--- src/rtl/bus_transfer_scheduler.sv ---
// ---------------------------------------------------------------------------
// bus_transfer_scheduler
//
// Queues register-transfer commands (source agent, destination agent) coming
// from the control sequencer and issues them onto the shared internal bus,
// one transfer per clock. Each issued transfer drives a one-hot out-enable
// (bus source select) and a one-hot in-enable (destination register load)
// for exactly one cycle. Transfers sourced from MDR are held back until
// memory data is ready.
//
// Agent codes: 0-15 R0-R15, 16 HI, 17 LO, 18 Zhigh, 19 Zlow, 20 PC, 21 MDR,
// 22 InPort, 23 C. Codes 24-31 are illegal and are rejected at the input.
//
// Ports:
//   clock       in   system clock, rising edge
//   reset       in   asynchronous active-high reset, clears all state
//   flush       in   synchronous; empties the queue and returns to idle
//   cmd_valid   in   command present
//   cmd_ready   out  queue can accept a command (not full)
//   cmd_src     in   5-bit source agent code
//   cmd_dst     in   5-bit destination agent code
//   mem_ready   in   MDR holds valid read data
//   src_out     out  NSRC-bit one-hot bus out-enable
//   dst_in      out  NSRC-bit one-hot register in-enable
//   busy        out  queue non-empty or a transfer stalled/issuing
//   cmd_err     out  one-cycle pulse after an illegal command is dropped
//   issued_cnt  out  16-bit saturating count of issue cycles
//   stall_cnt   out  16-bit saturating count of MDR stall cycles
//
// Optional feature macro: BUS_SCHED_PERF_EN
//   When defined, issued_cnt and stall_cnt are live saturating counters
//   cleared only by reset. When undefined they are tied to zero.
// ---------------------------------------------------------------------------
module bus_transfer_scheduler #(
  parameter int DEPTH = 4,
  parameter int NSRC  = 24
) (
  input  logic            clock,
  input  logic            reset,
  input  logic            flush,
  input  logic            cmd_valid,
  output logic            cmd_ready,
  input  logic [4:0]      cmd_src,
  input  logic [4:0]      cmd_dst,
  input  logic            mem_ready,
  output logic [NSRC-1:0] src_out,
  output logic [NSRC-1:0] dst_in,
  output logic            busy,
  output logic            cmd_err,
  output logic [15:0]     issued_cnt,
  output logic [15:0]     stall_cnt
);

  localparam int AW = (DEPTH > 1) ? $clog2(DEPTH) : 1;

  localparam logic [4:0] MDR_CODE      = 5'd21;
  localparam logic [4:0] FIRST_ILLEGAL = 5'd24;

  typedef enum logic [1:0] {
    ST_IDLE  = 2'd0,
    ST_WAIT  = 2'd1,
    ST_ISSUE = 2'd2
  } state_t;

  // Decode an agent code into its one-hot enable vector.
  function automatic logic [NSRC-1:0] decode_onehot(input logic [4:0] code);
    decode_onehot = {{(NSRC-1){1'b0}}, 1'b1} << code;
  endfunction

  // Command queue storage; the extra pointer bit separates full from empty.
  logic [9:0]    fifo_mem_r [DEPTH];
  logic [AW:0]   wr_ptr_r;
  logic [AW:0]   rd_ptr_r;

  state_t        state_r;
  state_t        state_nxt_s;

  logic [NSRC-1:0] src_out_r;
  logic [NSRC-1:0] dst_in_r;
  logic [NSRC-1:0] src_nxt_s;
  logic [NSRC-1:0] dst_nxt_s;
  logic            cmd_err_r;

  logic          empty_s;
  logic          full_s;
  logic          legal_s;
  logic          accept_s;
  logic          push_s;
  logic          reject_s;
  logic          pop_s;
  logic [9:0]    head_s;
  logic [4:0]    head_src_s;
  logic [4:0]    head_dst_s;

  assign empty_s    = (wr_ptr_r == rd_ptr_r);
  assign full_s     = (wr_ptr_r[AW] != rd_ptr_r[AW]) &&
                      (wr_ptr_r[AW-1:0] == rd_ptr_r[AW-1:0]);
  assign head_s     = fifo_mem_r[rd_ptr_r[AW-1:0]];
  assign head_src_s = head_s[9:5];
  assign head_dst_s = head_s[4:0];

  // A command arriving alongside flush is discarded, so it is neither
  // queued nor reported as an error.
  assign legal_s  = (cmd_src < FIRST_ILLEGAL) && (cmd_dst < FIRST_ILLEGAL);
  assign accept_s = cmd_valid && !full_s && !flush;
  assign push_s   = accept_s && legal_s;
  assign reject_s = accept_s && !legal_s;

  assign cmd_ready = !full_s;
  assign busy      = !empty_s || (state_r != ST_IDLE);
  assign src_out   = src_out_r;
  assign dst_in    = dst_in_r;
  assign cmd_err   = cmd_err_r;

  // Issue FSM state register and registered bus strobes.
  always_ff @(posedge clock or posedge reset) begin
    if (reset) begin
      state_r   <= ST_IDLE;
      src_out_r <= {NSRC{1'b0}};
      dst_in_r  <= {NSRC{1'b0}};
      cmd_err_r <= 1'b0;
    end else begin
      state_r   <= state_nxt_s;
      src_out_r <= src_nxt_s;
      dst_in_r  <= dst_in_nxt_guard(dst_nxt_s);
      cmd_err_r <= reject_s;
    end
  end

  // Identity helper keeps the strobe path explicit in the register block.
  function automatic logic [NSRC-1:0] dst_in_nxt_guard(input logic [NSRC-1:0] v);
    dst_in_nxt_guard = v;
  endfunction

  // Next-state logic. ISSUE re-evaluates the head exactly like IDLE so that
  // consecutive commands issue back to back without an idle bubble.
  always_comb begin
    state_nxt_s = state_r;
    case (state_r)
      ST_IDLE, ST_ISSUE: begin
        if (!empty_s) begin
          if ((head_src_s == MDR_CODE) && !mem_ready) begin
            state_nxt_s = ST_WAIT;
          end else begin
            state_nxt_s = ST_ISSUE;
          end
        end else begin
          state_nxt_s = ST_IDLE;
        end
      end
      ST_WAIT: begin
        if (mem_ready) begin
          state_nxt_s = ST_ISSUE;
        end else begin
          state_nxt_s = ST_WAIT;
        end
      end
      default: begin
        state_nxt_s = ST_IDLE;
      end
    endcase
    if (flush) begin
      state_nxt_s = ST_IDLE;
    end else begin
      state_nxt_s = state_nxt_s;
    end
  end

  // Output logic: the head is popped on the edge that enters ISSUE and its
  // decoded strobes are loaded into the output registers on that same edge.
  always_comb begin
    pop_s     = 1'b0;
    src_nxt_s = {NSRC{1'b0}};
    dst_nxt_s = {NSRC{1'b0}};
    if ((state_nxt_s == ST_ISSUE) && !empty_s) begin
      pop_s     = 1'b1;
      src_nxt_s = decode_onehot(head_src_s);
      dst_nxt_s = decode_onehot(head_dst_s);
    end else begin
      pop_s     = 1'b0;
    end
  end

  // Command queue pointers and storage.
  always_ff @(posedge clock or posedge reset) begin
    if (reset) begin
      wr_ptr_r <= {(AW+1){1'b0}};
      rd_ptr_r <= {(AW+1){1'b0}};
      for (int i = 0; i < DEPTH; i++) begin
        fifo_mem_r[i] <= 10'd0;
      end
    end else if (flush) begin
      wr_ptr_r <= {(AW+1){1'b0}};
      rd_ptr_r <= {(AW+1){1'b0}};
    end else begin
      if (push_s) begin
        fifo_mem_r[wr_ptr_r[AW-1:0]] <= {cmd_src, cmd_dst};
        wr_ptr_r <= wr_ptr_r + {{AW{1'b0}}, 1'b1};
      end
      if (pop_s) begin
        rd_ptr_r <= rd_ptr_r + {{AW{1'b0}}, 1'b1};
      end
    end
  end

`ifdef BUS_SCHED_PERF_EN
  logic [15:0] issued_cnt_r;
  logic [15:0] stall_cnt_r;

  // Saturating performance counters; flush leaves them untouched.
  always_ff @(posedge clock or posedge reset) begin
    if (reset) begin
      issued_cnt_r <= 16'd0;
      stall_cnt_r  <= 16'd0;
    end else begin
      if ((state_r == ST_ISSUE) && (issued_cnt_r != 16'hFFFF)) begin
        issued_cnt_r <= issued_cnt_r + 16'd1;
      end
      if ((state_r == ST_WAIT) && (stall_cnt_r != 16'hFFFF)) begin
        stall_cnt_r <= stall_cnt_r + 16'd1;
      end
    end
  end

  assign issued_cnt = issued_cnt_r;
  assign stall_cnt  = stall_cnt_r;
`else
  assign issued_cnt = 16'd0;
  assign stall_cnt  = 16'd0;
`endif

endmodule

--- config.mk ---
export PLATFORM = sky130hd
export DESIGN_NAME = bus_transfer_scheduler
export DESIGN_NICKNAME = d
export VERILOG_FILES = /design/src/rtl/bus_transfer_scheduler.sv
export SDC_FILE = /design/constraint.sdc
export NUM_CORES = 1
export LEC_CHECK = 0
export ABC_AREA = 1
export CORE_MARGIN = 1
export CORE_UTILIZATION = 28
export CTS_BUF_LIST = sky130_fd_sc_hd__clkbuf_8 sky130_fd_sc_hd__clkbuf_16
export CTS_CLUSTER_DIAMETER = 30
export DETAILED_ROUTE_END_ITERATION = 7
export GPL_TIMING_DRIVEN = 0
export SYNTH_ARGS = -nofsm -noshare
export SYNTH_HDL_FRONTEND = slang
export SYNTH_SLANG_ARGS = --single-unit
export TNS_END_PERCENT = 10
--- constraint.sdc ---
create_clock -name clock -period 2.7 [get_ports clock]
set_clock_uncertainty 0.15 [all_clocks]
set_input_delay 0.27 -clock clock [delete_from_list [all_inputs] [get_ports clock]]
set_output_delay 0.27 -clock clock [all_outputs]
set_load 0.02 [all_outputs]
Word-level counts from Yosys, hierarchy flattened
Cells that the tools add are included.
{"block": "word_totals", "out_inout_bits": 83, "regBits": 97}
{"block": "op_classes", "n_reduce_logical": 21, "muxes": 18, "shift": 2, "add_sub_neg": 2, "eq_ne": 7, "bitwise": 3, "magnitude_cmp": 5}
{"cell": "2-to-1 mux 24 bit", "count": 2}
{"cell": "<< shifter 1 x 5 -> 24 bit (first input constant)", "count": 2}
{"cell": "bitwise mux 40 bit", "count": 1}
{"cell": "2-to-1 mux 10 bit", "count": 3}
{"cell": "binary-select mux 10 bit (select 2 bit)", "count": 1}
{"cell": "demux 10 bit (select 2 bit)", "count": 1}
{"cell": "2-to-1 mux 3 bit", "count": 4}
{"cell": "< comparator 5 bit (second input constant)", "count": 2}
{"cell": "logical AND 1 bit", "count": 9}
{"cell": "2-to-1 mux 2 bit", "count": 4}
{"cell": "adder 3 x 1 -> 3 bit (second input constant)", "count": 2}
{"cell": "greater-or-equal comparator 3 bit (second input constant)", "count": 2}
{"cell": "NOT 2 -> 3 bit", "count": 2}
{"cell": "nonzero test 2 bit", "count": 3}
{"cell": "equality test 5 bit (second input constant)", "count": 1}
{"cell": "zero test 1 bit", "count": 5}
{"cell": "equality test 2 bit (second input constant)", "count": 2}
{"cell": "one-hot mux 2 bit (2 select lines)", "count": 1}
{"cell": "equality test 3 bit", "count": 1}
{"cell": "< comparator 3 x 1 -> 1 bit (second input constant)", "count": 1}
{"cell": "equality test 2 x 1 -> 1 bit (second input constant)", "count": 1}
{"cell": "equality test 2 bit", "count": 1}
{"cell": "zero test 2 bit", "count": 1}
{"cell": "AND reduction 2 bit", "count": 1}
{"cell": "other kinds (5)", "count": 5}

Depth between registers and ports, before layout
{"block": "logic_depth", "ltp_word": 15, "ltp_mapped": 12, "ltp_nobuf": 11}

Least setup slack after synthesis
No wires, ideal clock.
{"block": "synth_path", "path_kind": "register to register", "startpoint": "register rd_ptr_r[1]", "endpoint": "register fifo_mem_r[20] (netlist name)", "path_stages_with_launch": 11, "path_buffers": 3, "arrival_ns": 1.664, "setup_slack_ns": 0.766, "period_less_slack_ns": 1.934, "setup_time_ns": 0.120, "path_cell_list": "dfrtp_1 > buf_6 > xnor2_2 > nand3b_1 > nand3_2 > nor2_4 > inv_2 > buf_2 > buf_6 > o21ai_1 > nand2_1"}
{"block": "synth_via", "elab_chain_len": 7}
{"element": "start: declaration", "line": "73", "text": "logic [AW:0] rd_ptr_r;"}
{"element": "start signal: assignment", "line": "188", "text": "rd_ptr_r <= {(AW+1){1'b0}};"}
{"element": "start signal: assignment", "line": "194", "text": "rd_ptr_r <= {(AW+1){1'b0}};"}
{"element": "start signal: assignment", "line": "201", "text": "rd_ptr_r <= rd_ptr_r + {{AW{1'b0}}, 1'b1};"}
{"element": "equality test 2 bit", "line": "97", "text": "(wr_ptr_r[AW-1:0] == rd_ptr_r[AW-1:0]);"}
{"element": "logical AND 1 bit", "line": "96", "text": "assign full_s = (wr_ptr_r[AW] != rd_ptr_r[AW]) &&"}
{"element": "zero test 1 bit"}
{"element": "net cmd_ready", "line": "42", "text": "output logic cmd_ready,"}
{"element": "logical AND 1 bit (2 in series)", "line": "105", "text": "assign accept_s = cmd_valid && !full_s && !flush;"}
{"element": "logical AND 1 bit", "line": "106", "text": "assign push_s = accept_s && legal_s;"}
{"element": "AND reduction 2 bit (no source line)"}
{"element": "end signal: indexed assignment", "line": "197", "text": "fifo_mem_r[wr_ptr_r[AW-1:0]] <= {cmd_src, cmd_dst};"}
{"element": "end: declaration", "line": "71", "text": "logic [9:0] fifo_mem_r [DEPTH];"}
The timed path passes the listed nets, and every way through them passes these cells.
A chain may end at the register's enable or synchronous reset.

Worst setup path after layout
{"block": "layout_path", "startpoint": "register rd_ptr_r[1]", "endpoint": "output port busy"}
{"block": "layout_via", "elab_chain_len": 3}
{"element": "equality test 3 bit", "line": "95", "text": "assign empty_s = (wr_ptr_r == rd_ptr_r);"}
{"element": "zero test 1 bit", "line": "110", "text": "assign busy = !empty_s || (state_r != ST_IDLE);"}
{"element": "logical OR 1 bit", "line": "110"}
{"element": "end: declaration", "line": "48", "text": "output logic busy,"}
No other way between the ends.

==> results.cfg <==
[sta]
final.setup.worst_slack_ns = 0.213
layout_worst_path_cycle_share_pct = 92.1
setup_viol = 0
hold_viol_final = 0
grt_setup_unrepaired = no
timing_max_transition_violations_final = 0
finalWorstPathRequiredPeriod_ns = 2.49
clock.fmax_mhz = 402
setup_total_negative_slack_ns = 0
relSlewSlack_pct = 57.4
whs_ns = 0.207
max_slew.worst_pin.slew_ns = 0.637

[layout]
num-nets-final = 637
final_design_area_no_fill_sq_mm = 0.00610
finalCoreUtilization_pct = 36.9
antenna-diode-count = 0
register_cell_area_after_layout_sq_mm = 0.00243
multi_input_comb_area_sq_mm = 0.00178
layout_fillers = 1694
synthToLayoutAreaGrowth_pct = 29.1
drive_above_1_share_pct = 20.7

[worst_setup_path]
critPathMaxFanout = 10
cp.depth = 6
maximum_cell_stage_delay_along_the_critical_path_ns = 0.53
arrival_worst_endpoint_ns = 2.07
crit_path_end_kind = primary output
timing.setup.critical_path_class = flop to primary output
crit_path_top_delay_cell = sky130_fd_sc_hd__clkdlybuf4s50_1
ff2ff_path_depth = 12
critPathLaunchType = flop
timing.critical_path.from = rd_ptr_r[1]
reg2reg_from = rd_ptr_r[1]
critical_path_required_ns = 2.28
timing.critical_path.max_delay_family = buffers and inverters
timing.critical_path.buf_inv = 2
cp_cell_sequence = buf_6 -> xnor2_2 -> nand3_2 -> nor2_1 -> nand2_1 -> clkdlybuf4s50_1

[route]
total_wirelength_um = 10200
number_of_design_rule_violations_left_by_the_first_detailed_router_iteration = 156
routed_antenna_nets = 0
viasPerCell = 4.10
wl_per_cell_um = 12.1
post-route-drc-count = 0
first_pass_drt_iterations = 4
total_via_count_in_the_routed_design = 3454

[clock_tree]
cts_root_buffer = sky130_fd_sc_hd__clkbuf_16
clk_transition_reported_paths_ns = 0.07
cts_tree = yes
cts_num_sinks = 97
hold_fix_buffers_cts = 0
post_cts_setup_buffer_count = 0
cts_buffer_depth = 2
cts.repair.resized = 0
cts_htree_levels = 3
clkLatencyLatePin_ns = 0.35
cts_buffers = 9

[yosys]
yosys.area_share.simple_pct = 26.8
postSynthRegisterBits = 97
synth_cells = 508
part_of_the_yosys_area_used_for_sequential_elements_pct = 51.4
syn_area_per_cell_sq_um = 9.30
post-synth-top-count-cell = sky130_fd_sc_hd__nand2_1
post_synth_xor_area_fraction_pct = 0.901
async_reset_ff_share_pct = 100
number_of_enable_flip_flop_cells_after_synthesis = 0
synthTopCellsByCount = 127 x sky130_fd_sc_hd__nand2_1, 97 x sky130_fd_sc_hd__dfrtp_1, 45 x sky130_fd_sc_hd__inv_1
synth_top_area_share_pct = 51.4
yosys.cell_types.count = 38
synth_ff_type = sky130_fd_sc_hd__dfrtp_1
synth.mux.area_fraction_pct = 0
synth.yosys.warnings = 0
post_synth_main_area_contributors = sky130_fd_sc_hd__dfrtp_1 51%, sky130_fd_sc_hd__nand2_1 10%, sky130_fd_sc_hd__nor3_2 6.6%
compound_gate_fraction_of_synth_area_pct = 6.23
synth-adder-area-share_pct = 1.32
synth_top_family_by_area = simple AND/OR/NAND/NOR gates
synthDominantAreaCellType = sky130_fd_sc_hd__dfrtp_1
synthesis.area_sq_mm = 0.00472

[die]
floorplan.io_pins = 98
initial_core_util_pct = 28.6
floorplan.core_area_sq_mm = 0.0165
die_h_um = 132
die_w_um = 132
dieArea_sq_mm = 0.0174
core.rowCount = 47

[grt]
grt_pass1_vias = 3434
grt_antenna_before_repair = 0
grt_pass1_wl_um = 17300
overflow = 0
grt_max_degree = 36
global_route.usage.total_pct = 12.7

[placement]
place.gp.congestion = 0.811
instance_area_after_placement_sq_mm = 0.00581
portBuffers = 65
dp.final_hpwl_um = 7590
post-place-ws_ns = 0.347

[outcome]
status = finished clean

[min_path]
holdCritPathClass = input port to asynchronous set/reset pin

[job]
max-cap-violations = 0

[pwr]
power.density_mw_per_mm2 = 675
vdd_drop_max_uv = 304
p_leak_nw = 2.85
area by class of cell:
type,count,area share (%)
clock buffer,9,3.69
timing repair buffer,67,11.3
inverter,54,3.43
tap,220,4.51
clock inverter,7,1.05
buffer,48,6.92
multi-input combinational,340,29.3
sequential,97,39.8
metrics by stage:
step | std cells | total power, mW
finish | 842 | 4.11
global route | 842 | 4.38
CTS | 842 | 4.16
detailed placement | 826 | 2.91
global placement | 824 | 2.89
floorplan | 539 | 2.62
where the power goes:
group,internal [mW],switching [mW],total [mW],leakage (nW)
clock network,0.709,0.539,1.25,0.148
logic,0.376,0.790,1.17,1.41
registers,1.62,0.0773,1.70,1.29
total,2.71,1.41,4.11,2.85
final timing paths:
check | endpoint | slack [ns]
setup / recovery | busy | 0.21
hold / removal | dst_in[16] | 0.21
setup reg to reg | dst_in[11] | 0.61
hold reg to reg | fifo_mem_r[0] | 0.33
max in group asynchronous | state_r[1] | 1.37
min in group clock | fifo_mem_r[0] | 0.33
metal layers:
metal  share of wire (%)  track usage, %  up-vias
met1                  46            16.0     1583
li1                    -               -     1758
met4                 1.8            5.94        0
met3                 5.6            2.61       18
met5                   0               0        -
met2                  47            21.0       95
cells in the final DEF, fill, tap and decap left out, types with 8 or more instances in the layout:
cell,instances
sky130_fd_sc_hd__nand2_1,127
sky130_fd_sc_hd__dfrtp_1,97
sky130_fd_sc_hd__clkdlybuf4s50_1,65
sky130_fd_sc_hd__inv_1,46
sky130_fd_sc_hd__nor2_1,38
sky130_fd_sc_hd__buf_4,33
sky130_fd_sc_hd__conb_1,32
sky130_fd_sc_hd__nor3_2,31
sky130_fd_sc_hd__o21ai_0,25
sky130_fd_sc_hd__nand3_1,23
sky130_fd_sc_hd__o21ai_1,17
sky130_fd_sc_hd__clkbuf_16,9
sky130_fd_sc_hd__nand2_2,8
sequential cells by signal (all words and copies together), names as in the netlist:
name	count
dst_in	24
wr_ptr_r	3
src_out	24
rd_ptr_r	3
fifo_mem_r	40
cmd_err	1
state_r	2
cell families (layout without fill, tap and decap cells):
kind of cell | count (synthesis) | in the layout
AOI/OAI and AO/OA | 52 | 52
adders and majority gates | 5 | 5
other | 1 | 32
buffers and inverters | 102 | 185
xor gates and xnor gates | 4 | 4
DFF | 97 | 97
and+or+nand+nor | 247 | 247
Power figures use the tool's default switching activity.
